==> src/rtl/st_axi_ctrl.sv <==
`default_nettype none
// st_axi_ctrl: buffers EXU stores (st.b/st.h/st.w), formats byte lanes and strobes,
// and issues them in order as single-beat AXI writes over AW/W/B.
// Revision: 1.0
module st_axi_ctrl #(
  parameter int         DEPTH  = 2,
  parameter logic [3:0] AXI_ID = 4'd0
) (
  input  logic        clk,
  input  logic        resetn,
  input  logic        st_valid,
  output logic        st_ready,
  input  logic [31:0] st_addr,
  input  logic [31:0] st_data,
  input  logic [1:0]  st_size,
  output logic        st_misalign,
  output logic        awvalid,
  input  logic        awready,
  output logic [31:0] awaddr,
  output logic [2:0]  awsize,
  output logic [3:0]  awid,
  output logic        wvalid,
  input  logic        wready,
  output logic [31:0] wdata,
  output logic [3:0]  wstrb,
  output logic        wlast,
  input  logic        bvalid,
  output logic        bready,
  input  logic [1:0]  bresp,
  output logic        busy,
  output logic        err
);

  localparam int PW = $clog2(DEPTH);
  localparam int CW = $clog2(DEPTH + 1);

  localparam logic [1:0] S_IDLE = 2'd0;
  localparam logic [1:0] S_REQ  = 2'd1;
  localparam logic [1:0] S_RESP = 2'd2;

  logic [31:0] addr_mem [DEPTH];
  logic [31:0] data_mem [DEPTH];
  logic [3:0]  strb_mem [DEPTH];
  logic [1:0]  size_mem [DEPTH];

  logic [PW-1:0] wr_ptr_q, wr_ptr_d;
  logic [PW-1:0] rd_ptr_q, rd_ptr_d;
  logic [CW-1:0] count_q, count_d;
  logic          full_q, full_d;
  logic [1:0]    state_q, state_d;
  logic          awvalid_q, awvalid_d;
  logic          wvalid_q, wvalid_d;
  logic          misalign_q, misalign_d;
  logic          err_q, err_d;

  logic          accept;
  logic          misaligned;
  logic          push;
  logic          pop;
  logic          pending;
  logic [31:0]   fmt_data;
  logic [3:0]    fmt_strb;

  // Request decode and lane formatting; reserved size 11 counts as misaligned.
  always_comb begin
    accept     = st_valid & ~full_q;
    misaligned = 1'b0;
    fmt_data   = st_data;
    fmt_strb   = 4'b1111;
    case (st_size)
      2'b00: begin
        fmt_data = {4{st_data[7:0]}};
        fmt_strb = 4'b0001 << st_addr[1:0];
      end
      2'b01: begin
        misaligned = st_addr[0];
        fmt_data   = {2{st_data[15:0]}};
        fmt_strb   = 4'b0011 << st_addr[1:0];
      end
      2'b10: misaligned = |st_addr[1:0];
      default: misaligned = 1'b1;
    endcase
    push       = accept & ~misaligned;
    misalign_d = accept & misaligned;
  end

  always_comb begin
    pop      = (state_q == S_RESP) & bvalid;
    wr_ptr_d = push ? wr_ptr_q + PW'(1) : wr_ptr_q;
    rd_ptr_d = pop  ? rd_ptr_q + PW'(1) : rd_ptr_q;
    case ({push, pop})
      2'b10:   count_d = count_q + CW'(1);
      2'b01:   count_d = count_q - CW'(1);
      default: count_d = count_q;
    endcase
    full_d  = (count_d == CW'(DEPTH));
    // Another entry remains behind the head being retired, or one arrives now.
    pending = (count_q > CW'(1)) | push;
  end

  always_comb begin
    state_d   = state_q;
    awvalid_d = awvalid_q;
    wvalid_d  = wvalid_q;
    err_d     = err_q;
    case (state_q)
      S_IDLE: begin
        if ((count_q != '0) || push) begin
          state_d   = S_REQ;
          awvalid_d = 1'b1;
          wvalid_d  = 1'b1;
        end
      end
      S_REQ: begin
        awvalid_d = awvalid_q & ~awready;
        wvalid_d  = wvalid_q & ~wready;
        if (!awvalid_d && !wvalid_d) begin
          state_d = S_RESP;
        end
      end
      S_RESP: begin
        if (bvalid) begin
          if (bresp != 2'b00) begin
            err_d = 1'b1;
          end
          if (pending) begin
            state_d   = S_REQ;
            awvalid_d = 1'b1;
            wvalid_d  = 1'b1;
          end else begin
            state_d = S_IDLE;
          end
        end
      end
      default: state_d = S_IDLE;
    endcase
  end

  always_ff @(posedge clk) begin
    if (!resetn) begin
      wr_ptr_q   <= '0;
      rd_ptr_q   <= '0;
      count_q    <= '0;
      full_q     <= 1'b0;
      state_q    <= S_IDLE;
      awvalid_q  <= 1'b0;
      wvalid_q   <= 1'b0;
      misalign_q <= 1'b0;
      err_q      <= 1'b0;
    end else begin
      wr_ptr_q   <= wr_ptr_d;
      rd_ptr_q   <= rd_ptr_d;
      count_q    <= count_d;
      full_q     <= full_d;
      state_q    <= state_d;
      awvalid_q  <= awvalid_d;
      wvalid_q   <= wvalid_d;
      misalign_q <= misalign_d;
      err_q      <= err_d;
    end
  end

  // Storage needs no reset: entries are only read once count says they are valid.
  always_ff @(posedge clk) begin
    if (resetn && push) begin
      addr_mem[wr_ptr_q] <= st_addr;
      data_mem[wr_ptr_q] <= fmt_data;
      strb_mem[wr_ptr_q] <= fmt_strb;
      size_mem[wr_ptr_q] <= st_size;
    end
  end

  assign st_ready    = ~full_q;
  assign st_misalign = misalign_q;
  assign awvalid     = awvalid_q;
  assign awaddr      = addr_mem[rd_ptr_q];
  assign awsize      = {1'b0, size_mem[rd_ptr_q]};
  assign awid        = AXI_ID;
  assign wvalid      = wvalid_q;
  assign wdata       = data_mem[rd_ptr_q];
  assign wstrb       = strb_mem[rd_ptr_q];
  assign wlast       = wvalid_q;
  assign bready      = (state_q == S_RESP);
  assign busy        = (count_q != '0) | (state_q != S_IDLE);
  assign err         = err_q;

endmodule
`default_nettype wire

==> config.mk <==
export PLATFORM = sky130hd
export DESIGN_NAME = st_axi_ctrl
export DESIGN_NICKNAME = d
export VERILOG_FILES = /design/src/rtl/st_axi_ctrl.sv
export SDC_FILE = /design/constraint.sdc
export NUM_CORES = 1
export LEC_CHECK = 0
export CORE_ASPECT_RATIO = 1.25
export CORE_MARGIN = 2
export CORE_UTILIZATION = 40
export DETAILED_ROUTE_END_ITERATION = 7
export PLACE_DENSITY = 0.68
export REMOVE_ABC_BUFFERS = 1
export SETUP_SLACK_MARGIN = 0.1
export SLEW_MARGIN = 10
export SYNTH_ARGS = -nofsm -noshare
export SYNTH_HDL_FRONTEND = slang
export SYNTH_SLANG_ARGS = --single-unit
==> constraint.sdc <==
create_clock -name clk -period 7.9 [get_ports clk]
set_input_delay 0.79 -clock clk [delete_from_list [all_inputs] [get_ports clk]]
set_output_delay 0.79 -clock clk [all_outputs]
set_load 0.02 [all_outputs]
==> impl_results.html, run 1 <==
<table>
<tr><th>Metric</th><th>Value</th></tr>
<tr><th colspan="2">Timing</th></tr>
<tr><td>Normalized max-slew margin</td><td>32.6%</td></tr>
<tr><td>Maximum achievable frequency</td><td>between 300 and 400 MHz</td></tr>
<tr><td>Post-layout min period</td><td>3190 ps</td></tr>
<tr><td>Transition at the pin with the smallest max-transition slack</td><td>1010 ps</td></tr>
<tr><td>Setup repair after global routing missed its margin</td><td>false</td></tr>
<tr><td>Final Hold Viols</td><td>0</td></tr>
<tr><td>Total Neg Setup Slack</td><td>0 ps</td></tr>
<tr><td>Final Setup Violations</td><td>0</td></tr>
<tr><td>Final number of max-transition violations</td><td>0</td></tr>
<tr><td>Share of the clock period used by the worst path</td><td>40.3%</td></tr>
<tr><td>Setup skew after layout</td><td>around 10 ps</td></tr>
<tr><th colspan="2">CTS</th></tr>
<tr><td>Cell at the root of the clock tree</td><td>sky130_fd_sc_hd__clkbuf_16</td></tr>
<tr><td>Clock slew at the register clock pins of the worst setup and hold paths</td><td>around 60 ps</td></tr>
<tr><td>Insertion delay of the later-clocked pin in the worst-skew pair</td><td>~410 ps</td></tr>
<tr><td>CTS sink count</td><td>roughly 150</td></tr>
<tr><td>Quantity of hold-fixing buffers added after cts</td><td>0</td></tr>
<tr><td>Clock Tree Buf Depth</td><td>2</td></tr>
<tr><td>Setup Fix Bufs, Post-CTS</td><td>0</td></tr>
<tr><td>Number of CTS-inserted buffers</td><td>17</td></tr>
<tr><td>Clock tree from TritonCTS</td><td>built</td></tr>
<tr><td>Number of H-tree levels</td><td>4</td></tr>
<tr><td>Post-cts gate resize count</td><td>0</td></tr>
<tr><th colspan="2">Power and ir drop</th></tr>
<tr><td>Sw Ratio</td><td>24.8%</td></tr>
<tr><td>Comb pwr share</td><td>between 10% and 20%</td></tr>
<tr><td>Leak</td><td>2.86 nW</td></tr>
<tr><td>Sequential share of power</td><td>46.5%</td></tr>
<tr><td>Cell Pwr Density</td><td>~240 nW/um2</td></tr>
<tr><td>Pint</td><td>1.53 mW</td></tr>
<tr><td>Clk pwr share</td><td>37.7%</td></tr>
<tr><td>Max VDD drop</td><td>0.137 mV</td></tr>
<tr><td>Net switching component of the power</td><td>505 uW</td></tr>
<tr><th colspan="2">Setup path</th></tr>
<tr><td>Critical Path Slowest Stage Cell</td><td>sky130_fd_sc_hd__dfxtp_4</td></tr>
<tr><td>Setup CP Type</td><td>flop to primary output</td></tr>
<tr><td>Cell breakdown of the critical path</td><td>mux2_2 -&gt; clkdlybuf4s50_1</td></tr>
<tr><td>Biggest fanout along the worst timing path</td><td>70</td></tr>
<tr><td>CP max stage delay</td><td>970 ps</td></tr>
<tr><td>CP required</td><td>a little over 7000 ps</td></tr>
<tr><td>Buffers and inverters on the worst path</td><td>1</td></tr>
<tr><td>Arrival time at the worst endpoint</td><td>2400 ps</td></tr>
<tr><td>Setup crit start kind</td><td>flop</td></tr>
<tr><td>Top cell family by delay on the critical path</td><td>flip-flops</td></tr>
<tr><td>Kind of end point of the critical path</td><td>primary output</td></tr>
<tr><th colspan="2">Cells and area</th></tr>
<tr><td>Most frequent cells in the layout</td><td>151 x sky130_fd_sc_hd__clkdlybuf4s50_1, 140 x sky130_fd_sc_hd__edfxtp_1, 86 x sky130_fd_sc_hd__mux2_2</td></tr>
<tr><td>Sequential standard cell area</td><td>4450 um2</td></tr>
<tr><td>Count of antenna diodes in the layout</td><td>0</td></tr>
<tr><td>Share of post-route cells with drive strength above 1</td><td>24.6%</td></tr>
<tr><td>Total number of nets in the final design</td><td>between 500 and 600</td></tr>
<tr><td>Final core utilization</td><td>56.1%</td></tr>
<tr><td>Filler cell count</td><td>1223</td></tr>
<tr><td>Area of the multi-input gates</td><td>1540 um2</td></tr>
<tr><td>Leading cell type in the layout, fill and taps excluded</td><td>sky130_fd_sc_hd__clkdlybuf4s50_1</td></tr>
<tr><td>Area delta synth-&gt;final</td><td>37.0%</td></tr>
<tr><th colspan="2">Die</th></tr>
<tr><td>Row count</td><td>50</td></tr>
<tr><td>Height of the die</td><td>142 um</td></tr>
<tr><td>Die Width</td><td>around 110 um</td></tr>
<tr><td>Effective utilization at floorplan</td><td>40.9%</td></tr>
<tr><td>I/O pin count</td><td>157</td></tr>
<tr><td>Die Area</td><td>16300 um2</td></tr>
<tr><td>Placeable core region</td><td>roughly 15000 um2</td></tr>
<tr><th colspan="2">Synthesis</th></tr>
<tr><td>Share of synthesized registers carrying an async set or reset</td><td>0%</td></tr>
<tr><td>Total of flip-flops plus latches after synthesis</td><td>152</td></tr>
<tr><td>Synth Warn #</td><td>0</td></tr>
<tr><td>Post-Syn Instances</td><td>about 360</td></tr>
<tr><td>Unique masters post-synth</td><td>37</td></tr>
<tr><td>Sequential element share of the synthesized area</td><td>between 70 and 80%</td></tr>
<tr><td>Area of the mapped netlist</td><td>6120 um2</td></tr>
<tr><td>Count of flip-flops with a built-in enable after synthesis</td><td>140</td></tr>
<tr><td>Mean post-synth cell area</td><td>17.2 um2</td></tr>
<tr><td>Most instantiated flip-flop cell in the synthesis netlist</td><td>sky130_fd_sc_hd__edfxtp_1</td></tr>
<tr><th colspan="2">Route</th></tr>
<tr><td>Mean number of vias per cell</td><td>4.96</td></tr>
<tr><td>Vias after detailed routing</td><td>3524</td></tr>
<tr><td>Drc violations</td><td>0</td></tr>
<tr><td>Mean routed wirelength per cell</td><td>about 17 um</td></tr>
<tr><td>Initial DRC count</td><td>117</td></tr>
<tr><td>Antenna viol nets, final</td><td>0</td></tr>
<tr><td>Pre-Repair DR Iteration Count</td><td>4</td></tr>
<tr><td>Detailed-route wire length</td><td>12.3 mm</td></tr>
<tr><th colspan="2">Global route</th></tr>
<tr><td>Largest net degree at the start of global routing</td><td>just over 70</td></tr>
<tr><td>Via count of the first global-routing pass</td><td>3839</td></tr>
<tr><td>Final global-route overflow total</td><td>0</td></tr>
<tr><td>Number of antenna violations at the first check in global routing</td><td>0</td></tr>
<tr><td>First-pass GRT wire length</td><td>19.0 mm</td></tr>
<tr><td>Global routing usage summed across all routing layers</td><td>15.4%</td></tr>
<tr><th colspan="2">Placed design</th></tr>
<tr><td>PortBufs</td><td>about 150</td></tr>
<tr><td>Final weighted congestion in routability-driven placement</td><td>0.773</td></tr>
<tr><td>HPWL after detailed placement</td><td>7.95 mm</td></tr>
<tr><th colspan="2">Run</th></tr>
<tr><td>Count of maximum capacitance violations</td><td>0</td></tr>
<tr><th colspan="2">Run status</th></tr>
<tr><td>Result of the run</td><td>finished, final reports clean</td></tr>
<tr><th colspan="2">Hold path</th></tr>
<tr><td>Hold WC Path Type</td><td>flop to flop</td></tr>
</table>
==> per-stage QoR <==
step / setup slack [ps] / power, mW / instances / hold slack [ps] / area, um2
floorplan: 1380 / 1.13 / 341 / 472 / 6030
global placement: 4660 / 1.28 / 678 / 454 / 7810
detailed placement: 4610 / 1.29 / 678 / 471 / 7810
CTS: 4630 / 2.06 / 710 / 486 / 8380
global route: 4580 / 2.12 / 710 / 501 / 8380
finish: 4710 / 2.03 / 710 / 476 / 8380
==> worst reg2reg max path, stage by stage, from the launching register on <==
cell and delay (ps):
sky130_fd_sc_hd__dfxtp_1 310, sky130_fd_sc_hd__nor2b_1 240, sky130_fd_sc_hd__o21ai_4 150, sky130_fd_sc_hd__inv_4 100, sky130_fd_sc_hd__and3_4 840
==> cells by family (layout without fill, tap and decap cells) <==
kind of cell | Yosys count | count (layout) | synth area share, %
adders and majority gates | 4 | 4 | 0.818
and+or+nand+nor | 43 | 43 | 3.33
xor gates and xnor gates | 2 | 2 | 0.286
buffers and inverters | 32 | 200 | 2.58
muxes | 94 | 94 | 17.1
other | 1 | 5 | 0.0613
DFF | 152 | 152 | 72.6
AOI/OAI and AO/OA | 28 | 28 | 3.19
==> routing by layer <==
layer  GRT usage [%]  vias up  share of wire [%]
li1                -     1657                  -
met1            17.3     1755                 41
met2            27.7      101                 54
met3            4.26       11                4.4
met4            5.46        0                1.1
met5               0        -                  0
==> cell type report <==
class / instances / area share [%]
clock buffers: 18 / 5.12
clock inverters: 14 / 1.70
inverters: 13 / 0.612
flip-flops and latches: 152 / 53.1
repair buffers: 155 / 18.4
multi-input cells: 176 / 18.4
well taps: 182 / 2.72
==> cell usage after synthesis, drive strengths merged, types with 2 or more instances <==
cell type	instances	share of area (%)
a211oi	2	0.25
a21oi	3	0.31
and3	2	0.22
buf	16	1.6
clkbuf	3	0.18
dfxtp	12	3.9
edfxtp	140	69
ha	4	0.82
inv	13	0.84
mux2	86	16
mux2i	8	1.3
nand2	16	0.98
nand2b	3	0.31
nor2	12	0.78
nor2b	2	0.20
nor3	3	0.33
o2111a	3	0.55
o21ai	14	1.3
o21bai	2	0.25
or3	2	0.20
==> worst paths after layout <==
path | startpoint | endpoint | slack (ps) | depth (start not counted)
max | flop | wdata[3] | 4710 | 2
min | err | err | 480 | 1
max reg2reg | full_q | addr_mem[1][28] | 5810 | 4
min reg2reg | err | err | 480 | 1
==> state kept, by name, summed over array words and instances (netlist names), named ones only <==
register / flops
size_mem: 4
st_misalign: 1
err: 1
addr_mem: 64
strb_mem: 8
awvalid: 1
data_mem: 64
state_q: 2
rd_ptr_q: 1
full_q: 1
wlast: 1
wr_ptr_q: 1
count_q: 2
==> power groups by stage <==
stage | clock (mW) | sequential [mW] | combinational [mW]
3_3_place_gp | 0 | 0.961 | 0.318
6_report | 0.767 | 0.946 | 0.321
4_1_cts | 0.786 | 0.947 | 0.325
5_1_grt | 0.822 | 0.951 | 0.343
2_1_floorplan | 0 | 0.964 | 0.161
3_5_place_dp | 0 | 0.964 | 0.322
(Power assumes the default switching activity.)
==> run 2: changes to the inputs <==
- PLACE_DENSITY: 0.68 -> 0.71
- clock period: 7.9 -> 2.7 ns (I/O delays scaled with it)
==> run 2 against run 1 <==
Against the previous run:
- sequential cell count unchanged
- utilization increased by 1.4 points
- clock power increased to 3.5 times the previous value
- power increased to 3.1 times the previous value
- cell count increased by 1.1%
- clock skew decreased by 0.67 ps
- non-clock buffer count increased by 8
- combinational power increased to 3.1 times the previous value
- sequential power increased to 2.9 times the previous value
- critical path depth increased by 1
- worst setup slack got worse by 4400 ps
- critical endpoint is now awaddr[6]
- highest routed layer unchanged
==> impl_results.html, run 2 (synthesized netlist as in run 1, its figures left out) <==
<table>
<tr><th>Metric</th><th>Value</th></tr>
<tr><th colspan="2">Placed design</th></tr>
<tr><td>Final weighted congestion in routability-driven placement</td><td>0.779 (+0.82%)</td></tr>
<tr><td># placed instances</td><td>685 (+1.0%)</td></tr>
<tr><td>HPWL after detailed placement</td><td>8.55 mm (+7.5%)</td></tr>
<tr><td>PortBufs</td><td>151 (unchanged)</td></tr>
<tr><td>Pre-CTS setup slack</td><td>342 ps (-4260 ps)</td></tr>
<tr><th colspan="2">Power and ir drop</th></tr>
<tr><td>Leak</td><td>2.97 nW (+3.9%)</td></tr>
<tr><td>Clk pwr share</td><td>41.5% (+3.8 points)</td></tr>
<tr><td>Pint</td><td>4.94 mW (+220%)</td></tr>
<tr><td>Net switching component of the power</td><td>1.44 mW (+190%)</td></tr>
<tr><td>Sw Ratio</td><td>22.6% (-2.3 points)</td></tr>
<tr><td>Comb pwr share</td><td>15.6% (-0.2 points)</td></tr>
<tr><td>Sequential share of power</td><td>42.9% (-3.6 points)</td></tr>
<tr><td>Cell Pwr Density</td><td>742 nW/um2 (+210%)</td></tr>
<tr><td>Max VDD drop</td><td>0.507 mV (+270%)</td></tr>
<tr><th colspan="2">Route</th></tr>
<tr><td>Mean number of vias per cell</td><td>4.91 (-1.0%)</td></tr>
<tr><td>Detailed-route wire length</td><td>12.7 mm (+3.6%)</td></tr>
<tr><td>Antenna viol nets, final</td><td>0 (unchanged)</td></tr>
<tr><td>Pre-Repair DR Iteration Count</td><td>4 (unchanged)</td></tr>
<tr><td>Mean routed wirelength per cell</td><td>17.7 um (+2.5%)</td></tr>
<tr><td>Initial DRC count</td><td>182 (+56%)</td></tr>
<tr><td>Vias after detailed routing</td><td>3527 (+0.085%)</td></tr>
<tr><td>Drc violations</td><td>0 (unchanged)</td></tr>
<tr><th colspan="2">Cells and area</th></tr>
<tr><td>Area delta synth-&gt;final</td><td>40.5%</td></tr>
<tr><td>Sequential standard cell area</td><td>4450 um2 (unchanged)</td></tr>
<tr><td>Share of post-route cells with drive strength above 1</td><td>25.6% (+0.94 points)</td></tr>
<tr><td>Leading cell type in the layout, fill and taps excluded</td><td>sky130_fd_sc_hd__clkdlybuf4s50_1</td></tr>
<tr><td>Most frequent cells in the layout</td><td>151 x sky130_fd_sc_hd__clkdlybuf4s50_1, 140 x sky130_fd_sc_hd__edfxtp_1, 86 x sky130_fd_sc_hd__mux2_2</td></tr>
<tr><td>Area of the multi-input gates</td><td>1540 um2 (unchanged)</td></tr>
<tr><td>Largest registers</td><td>addr_mem (64), data_mem (64), strb_mem (8)</td></tr>
<tr><td>Total number of nets in the final design</td><td>601 (+1.3%)</td></tr>
<tr><td>Count of antenna diodes in the layout</td><td>0 (unchanged)</td></tr>
<tr><td>Filler cell count</td><td>1183 (-3.3%)</td></tr>
<tr><td>Final cell count without fillers</td><td>718 (+1.1%)</td></tr>
<tr><th colspan="2">Setup path</th></tr>
<tr><td>Total number of cells along the worst setup path</td><td>3 (+1)</td></tr>
<tr><td>Worst reg2reg path depth</td><td>9 (+5)</td></tr>
<tr><td>Arrival time at the worst endpoint</td><td>2130 ps (-270 ps)</td></tr>
<tr><td>Setup CP Type</td><td>flop to primary output</td></tr>
<tr><td>CP required</td><td>2430 ps (-4680 ps)</td></tr>
<tr><td>Critical Path End</td><td>awaddr[6]</td></tr>
<tr><td>Setup crit start kind</td><td>flop</td></tr>
<tr><td>Kind of end point of the critical path</td><td>primary output</td></tr>
<tr><td>FF-to-FF End</td><td>full_q</td></tr>
<tr><td>Buffers and inverters on the worst path</td><td>2 (+1)</td></tr>
<tr><td>Startpoint of the worst-slack reg-to-reg timing path</td><td>state_q[0]</td></tr>
<tr><td>Reg2Reg Setup Slack</td><td>900 ps (-4910 ps)</td></tr>
<tr><td>CP max stage delay</td><td>550 ps (-420 ps)</td></tr>
<tr><td>Cell breakdown of the critical path</td><td>buf_4 -&gt; mux2_2 -&gt; clkdlybuf4s50_1</td></tr>
<tr><td>Critical Path Slowest Stage Cell</td><td>sky130_fd_sc_hd__clkdlybuf4s50_1</td></tr>
<tr><td>Top cell family by delay on the critical path</td><td>buffers and inverters</td></tr>
<tr><td>Biggest fanout along the worst timing path</td><td>18 (-74%)</td></tr>
<tr><th colspan="2">CTS</th></tr>
<tr><td>Clock Tree Buf Depth</td><td>2 (unchanged)</td></tr>
<tr><td>CTS sink count</td><td>152 (unchanged)</td></tr>
<tr><td>Clock tree from TritonCTS</td><td>built</td></tr>
<tr><td>Insertion delay of the later-clocked pin in the worst-skew pair</td><td>400 ps (about the same)</td></tr>
<tr><td>Number of H-tree levels</td><td>4 (unchanged)</td></tr>
<tr><td>Number of CTS-inserted buffers</td><td>17 (unchanged)</td></tr>
<tr><td>Cell at the root of the clock tree</td><td>sky130_fd_sc_hd__clkbuf_16</td></tr>
<tr><td>Clock slew at the register clock pins of the worst setup and hold paths</td><td>60 ps (about the same)</td></tr>
<tr><td>Post-cts gate resize count</td><td>0 (unchanged)</td></tr>
<tr><th colspan="2">Hold path</th></tr>
<tr><td>Hold Path Cell Cnt</td><td>1 (unchanged)</td></tr>
<tr><td>Hold WC Path Type</td><td>input pin to flop</td></tr>
<tr><th colspan="2">Global route</th></tr>
<tr><td>First-pass GRT wire length</td><td>19.3 mm (+1.9%)</td></tr>
<tr><td>Layer carrying the most global-route usage</td><td>met2</td></tr>
<tr><td>Global routing usage summed across all routing layers</td><td>15.7% (+0.31 points)</td></tr>
<tr><td>Largest net degree at the start of global routing</td><td>65 (-8.5%)</td></tr>
<tr><td>Final global-route overflow total</td><td>0 (unchanged)</td></tr>
<tr><td>Via count of the first global-routing pass</td><td>3719 (-3.1%)</td></tr>
<tr><td>Routing usage on met1</td><td>18.2% (+0.91 points)</td></tr>
<tr><td>Number of antenna violations at the first check in global routing</td><td>0 (unchanged)</td></tr>
<tr><td>Met3 track utilization from global routing</td><td>4.81% (+0.55 points)</td></tr>
<tr><td>Met2 Resource Use GR</td><td>27.5% (-0.19 points)</td></tr>
<tr><th colspan="2">Timing</th></tr>
<tr><td>Final number of max-transition violations</td><td>0 (unchanged)</td></tr>
<tr><td>Final Hold Viols</td><td>0 (unchanged)</td></tr>
<tr><td>Setup skew after layout</td><td>9.28 ps (-0.672 ps)</td></tr>
<tr><td>Maximum achievable frequency</td><td>416 MHz</td></tr>
<tr><td>Total Neg Setup Slack</td><td>0 ps (unchanged)</td></tr>
<tr><td>Post-route setup slack</td><td>299 ps (-4410 ps)</td></tr>
<tr><td>Setup repair after global routing missed its margin</td><td>false</td></tr>
<tr><td>Share of the clock period used by the worst path</td><td>between 80 and 90%</td></tr>
<tr><td>Post-layout min period</td><td>2400 ps</td></tr>
<tr><td>Final Setup Violations</td><td>0 (unchanged)</td></tr>
<tr><th colspan="2">Die</th></tr>
<tr><td>Placeable core region</td><td>15000 um2 (unchanged)</td></tr>
<tr><td>Height of the die</td><td>142 um (unchanged)</td></tr>
<tr><td>Die Area</td><td>16300 um2 (unchanged)</td></tr>
<tr><td>Die Width</td><td>115 um (unchanged)</td></tr>
<tr><td>I/O pin count</td><td>157 (unchanged)</td></tr>
<tr><td>Effective utilization at floorplan</td><td>40.9% (unchanged)</td></tr>
<tr><td>Row count</td><td>50 (unchanged)</td></tr>
<tr><th colspan="2">Run</th></tr>
<tr><td>Count of maximum capacitance violations</td><td>0 (unchanged)</td></tr>
<tr><th colspan="2">Run status</th></tr>
<tr><td>Result of the run</td><td>finished, final reports clean</td></tr>
</table>
run 2: worst min-delay path by stage:
stage	startpoint	to
floorplan	st_addr[0]	addr_mem[0][0]
global route	st_addr[7]	addr_mem[1][7]
detailed placement	err	err
finish	st_addr[7]	addr_mem[0][7]
global placement	err	err
CTS	st_addr[7]	addr_mem[1][7]
run 2: power by group through the flow:
| stage | logic [mW] | registers, mW | clock network (mW) |
|---|---|---|---|
| after floorplan | 0.472 | 2.82 | 0 |
| after global placement | 0.980 | 2.78 | 0 |
| after detailed placement | 0.990 | 2.79 | 0 |
| after CTS | 0.997 | 2.74 | 2.72 |
| after global routing | 1.06 | 2.74 | 2.82 |
| final | 0.996 | 2.73 | 2.65 |
run 2: worst register-to-register path, stage by stage (launching register included):
cell	delay, ps
sky130_fd_sc_hd__dfxtp_1	400
sky130_fd_sc_hd__nand2b_1	170
sky130_fd_sc_hd__inv_1	60
sky130_fd_sc_hd__nand2_1	160
sky130_fd_sc_hd__inv_1	70
sky130_fd_sc_hd__ha_1	190
sky130_fd_sc_hd__nor2b_1	140
sky130_fd_sc_hd__a211oi_1	220
sky130_fd_sc_hd__a211oi_1	90
sky130_fd_sc_hd__and3_1	190
run 2: layout make-up:
| class | instances | area share, % |
|---|---|---|
| Clock buffer | 17 | 4.95 |
| Sequential cell | 152 | 51.7 |
| Tap cell | 182 | 2.65 |
| Timing Repair Buffer | 163 | 19.2 |
| Inverter | 13 | 0.597 |
| Clock inverter | 15 | 2.90 |
| Multi-Input combinational cell | 176 | 17.9 |
run 2: metrics by stage:
step | area [um2] | hold slack, ps | util (%) | power [mW]
after global routing | 8600 | 430 | 57.5 | 6.63
final | 8600 | 452 | 57.5 | 6.38
after CTS | 8590 | 429 | 57.4 | 6.45
after detailed placement | 7910 | 455 | 52.9 | 3.78
after floorplan | 6030 | 369 | - | 3.29
after global placement | 7910 | 446 | 52.9 | 3.76
run 2: repair_timing:
action / 4_1_cts / 5_1_grt
buffers inserted: 0 / 1
hold buffers: 0 / 0
setup endpoints to repair: 0 / 18
run 2: per-layer routing:
layer,vias to the layer above,share of wire (%)
met5,-,0
met4,0,0.63
met3,4,5.3
met2,99,53
met1,1746,41
li1,1678,-
==> run 3: changes to the inputs <==
- SETUP_SLACK_MARGIN: 0.1 -> default
==> run 3 against run 2 <==
Against the previous run:
- cell area is 0.13% lower
- via count is 1.0% higher
- critical path depth stayed put
- non-clock buffer count is 1 lower
- cell count is 0.14% lower
- clock power hardly changed
- largest cell class unchanged
- clock skew is 3.3 ps lower
- sequential power hardly changed
- power hardly changed
- routed wire length is 0.45% lower
==> impl_results.html, run 3 (synthesized netlist as in run 1, its figures left out) <==
<table>
<tr><th>Metric</th><th>Value</th></tr>
<tr><th colspan="2">Route</th></tr>
<tr><td>Antenna viol nets, final</td><td>0 (unchanged)</td></tr>
<tr><td>Initial DRC count</td><td>190 (+4.4%)</td></tr>
<tr><td>Drc violations</td><td>0 (unchanged)</td></tr>
<tr><td>Vias after detailed routing</td><td>3564 (+1.0%)</td></tr>
<tr><td>Pre-Repair DR Iteration Count</td><td>4 (unchanged)</td></tr>
<tr><td>Mean routed wirelength per cell</td><td>17.6 um (-0.31%)</td></tr>
<tr><td>Mean number of vias per cell</td><td>4.97 (+1.2%)</td></tr>
<tr><td>Detailed-route wire length</td><td>12.6 mm (-0.45%)</td></tr>
<tr><th colspan="2">Timing</th></tr>
<tr><td>Final number of max-transition violations</td><td>0 (unchanged)</td></tr>
<tr><td>Setup repair after global routing missed its margin</td><td>false</td></tr>
<tr><td>Post-layout min period</td><td>2510 ps (+110 ps)</td></tr>
<tr><td>Maximum achievable frequency</td><td>398 MHz (-4.4%)</td></tr>
<tr><td>Setup skew after layout</td><td>5.98 ps (-3.31 ps)</td></tr>
<tr><td>Share of the clock period used by the worst path</td><td>93.0% (+4.1 points)</td></tr>
<tr><td>Final Hold Viols</td><td>0 (unchanged)</td></tr>
<tr><td>Final Setup Violations</td><td>0 (unchanged)</td></tr>
<tr><td>Total Neg Setup Slack</td><td>0 ps (unchanged)</td></tr>
<tr><th colspan="2">Die</th></tr>
<tr><td>Effective utilization at floorplan</td><td>40.9% (unchanged)</td></tr>
<tr><td>I/O pin count</td><td>157 (unchanged)</td></tr>
<tr><td>Die Width</td><td>115 um (unchanged)</td></tr>
<tr><td>Height of the die</td><td>142 um (unchanged)</td></tr>
<tr><td>Row count</td><td>50 (unchanged)</td></tr>
<tr><td>Die Area</td><td>16300 um2 (unchanged)</td></tr>
<tr><td>Placeable core region</td><td>15000 um2 (unchanged)</td></tr>
<tr><th colspan="2">Cells and area</th></tr>
<tr><td>Area delta synth-&gt;final</td><td>40.3%</td></tr>
<tr><td>Largest registers</td><td>addr_mem (64), data_mem (64), strb_mem (8)</td></tr>
<tr><td>Leading cell type in the layout, fill and taps excluded</td><td>sky130_fd_sc_hd__clkdlybuf4s50_1</td></tr>
<tr><td>Count of antenna diodes in the layout</td><td>0 (unchanged)</td></tr>
<tr><td>Filler cell count</td><td>1184 (+0.085%)</td></tr>
<tr><td>Sequential standard cell area</td><td>4450 um2 (unchanged)</td></tr>
<tr><td>Final cell count without fillers</td><td>717 (-0.14%)</td></tr>
<tr><td>Share of post-route cells with drive strength above 1</td><td>25.4% (-0.14 points)</td></tr>
<tr><td>Total number of nets in the final design</td><td>600 (-0.17%)</td></tr>
<tr><td>Most frequent cells in the layout</td><td>151 x sky130_fd_sc_hd__clkdlybuf4s50_1, 140 x sky130_fd_sc_hd__edfxtp_1, 86 x sky130_fd_sc_hd__mux2_2</td></tr>
<tr><td>Area of the multi-input gates</td><td>1540 um2 (unchanged)</td></tr>
<tr><th colspan="2">Global route</th></tr>
<tr><td>First-pass GRT wire length</td><td>19.3 mm (unchanged)</td></tr>
<tr><td>Number of antenna violations at the first check in global routing</td><td>0 (unchanged)</td></tr>
<tr><td>Via count of the first global-routing pass</td><td>3719 (unchanged)</td></tr>
<tr><td>Largest net degree at the start of global routing</td><td>65 (unchanged)</td></tr>
<tr><td>Final global-route overflow total</td><td>0 (unchanged)</td></tr>
<tr><td>Global routing usage summed across all routing layers</td><td>15.7% (unchanged)</td></tr>
<tr><th colspan="2">Setup path</th></tr>
<tr><td>Setup CP Type</td><td>flop to primary output</td></tr>
<tr><td>Biggest fanout along the worst timing path</td><td>24 (+6)</td></tr>
<tr><td>Kind of end point of the critical path</td><td>primary output</td></tr>
<tr><td>Setup crit start kind</td><td>flop</td></tr>
<tr><td>Critical Path Slowest Stage Cell</td><td>sky130_fd_sc_hd__dfxtp_4</td></tr>
<tr><td>Buffers and inverters on the worst path</td><td>2 (unchanged)</td></tr>
<tr><td>Cell breakdown of the critical path</td><td>buf_4 -&gt; mux2_2 -&gt; clkdlybuf4s50_1</td></tr>
<tr><td>CP max stage delay</td><td>570 ps (+20 ps)</td></tr>
<tr><td>CP required</td><td>2430 ps (about the same)</td></tr>
<tr><td>Arrival time at the worst endpoint</td><td>2240 ps (+110 ps)</td></tr>
<tr><td>Top cell family by delay on the critical path</td><td>buffers and inverters</td></tr>
<tr><th colspan="2">CTS</th></tr>
<tr><td>Cell at the root of the clock tree</td><td>sky130_fd_sc_hd__clkbuf_16</td></tr>
<tr><td>Number of H-tree levels</td><td>4 (unchanged)</td></tr>
<tr><td>Insertion delay of the later-clocked pin in the worst-skew pair</td><td>400 ps (about the same)</td></tr>
<tr><td>Quantity of hold-fixing buffers added after cts</td><td>0 (unchanged)</td></tr>
<tr><td>CTS sink count</td><td>152 (unchanged)</td></tr>
<tr><td>Clock slew at the register clock pins of the worst setup and hold paths</td><td>60 ps (about the same)</td></tr>
<tr><td>Clock Tree Buf Depth</td><td>2 (unchanged)</td></tr>
<tr><td>Number of CTS-inserted buffers</td><td>17 (unchanged)</td></tr>
<tr><td>Clock tree from TritonCTS</td><td>built</td></tr>
<tr><td>Post-cts gate resize count</td><td>0 (unchanged)</td></tr>
<tr><td>Setup Fix Bufs, Post-CTS</td><td>0 (unchanged)</td></tr>
<tr><th colspan="2">Hold path</th></tr>
<tr><td>Hold WC Path Type</td><td>input pin to flop</td></tr>
<tr><th colspan="2">Placed design</th></tr>
<tr><td>Final weighted congestion in routability-driven placement</td><td>0.779 (unchanged)</td></tr>
<tr><td>PortBufs</td><td>151 (unchanged)</td></tr>
<tr><td># placed instances</td><td>685 (unchanged)</td></tr>
<tr><td>HPWL after detailed placement</td><td>8.55 mm (unchanged)</td></tr>
<tr><th colspan="2">Power and ir drop</th></tr>
<tr><td>Cell Pwr Density</td><td>742 nW/um2 (+0.12%)</td></tr>
<tr><td>Leak</td><td>2.97 nW (-0.21%)</td></tr>
<tr><td>Max VDD drop</td><td>0.507 mV (about the same)</td></tr>
<tr><th colspan="2">Run</th></tr>
<tr><td>Count of maximum capacitance violations</td><td>0 (unchanged)</td></tr>
<tr><th colspan="2">Run status</th></tr>
<tr><td>Result of the run</td><td>finished, final reports clean</td></tr>
</table>
run 3: changes by cell type in the layout (fill, tap and decap cells not counted), sizes merged:
cell / previous run / this run
buf: 12 / 11
run 3: worst register-to-register path, stage by stage, from the launching register on:
cell and delay [ps]:
sky130_fd_sc_hd__dfxtp_1 400, sky130_fd_sc_hd__nand2b_1 170, sky130_fd_sc_hd__inv_1 60, sky130_fd_sc_hd__nand2_1 160, sky130_fd_sc_hd__inv_1 70, sky130_fd_sc_hd__ha_1 190, sky130_fd_sc_hd__nor2b_1 130, sky130_fd_sc_hd__a211oi_1 220
sky130_fd_sc_hd__a211oi_1 90, sky130_fd_sc_hd__and3_1 190
run 3: layout make-up:
type	count	area share, %
sequential	152	51.8
timing repair buffer	162	19.1
multi-input combinational	176	18.0
clock buffer	17	4.95
clock inverter	15	2.90
tap	182	2.65
inverter	13	0.597
run 3: metrics by stage:
stage	power (mW)	worst slack [ps]	hold WS (ps)	util (%)	area, um2
after floorplan	3.29	-3300	369	-	6030
after global placement	3.76	372	446	52.9	7910
after detailed placement	3.78	342	455	52.9	7910
after CTS	6.45	135	429	57.4	8590
after global routing	6.62	68.2	430	57.4	8590
final	6.38	189	450	57.4	8590
run 3: worst paths after layout:
kind	end	cells after the start	start	slack, ps
setup / recovery	awaddr[13]	3	flop	190
setup reg to reg	full_q	9	state_q[0]	920
hold reg to reg	err	1	err	470
hold / removal	addr_mem[0][7]	1	st_addr[7]	450
run 3: routing by layer:
layer  global-route usage, %  wire length (um)  vias to the layer above
li1                        -                 -                     1677
met1                    18.2              5160                     1774
met2                    27.5              6620                      103
met3                    4.81               729                       10
met4                    5.13               134                        0
met5                       0                 0                        -
run 3: where the power goes:
part / switching [mW] / total (mW) / leakage (nW) / internal, mW
registers: 0.0619 / 2.74 / 1.37 / 2.68
logic: 0.469 / 0.984 / 1.27 / 0.514
clock network: 0.911 / 2.65 / 0.327 / 1.74
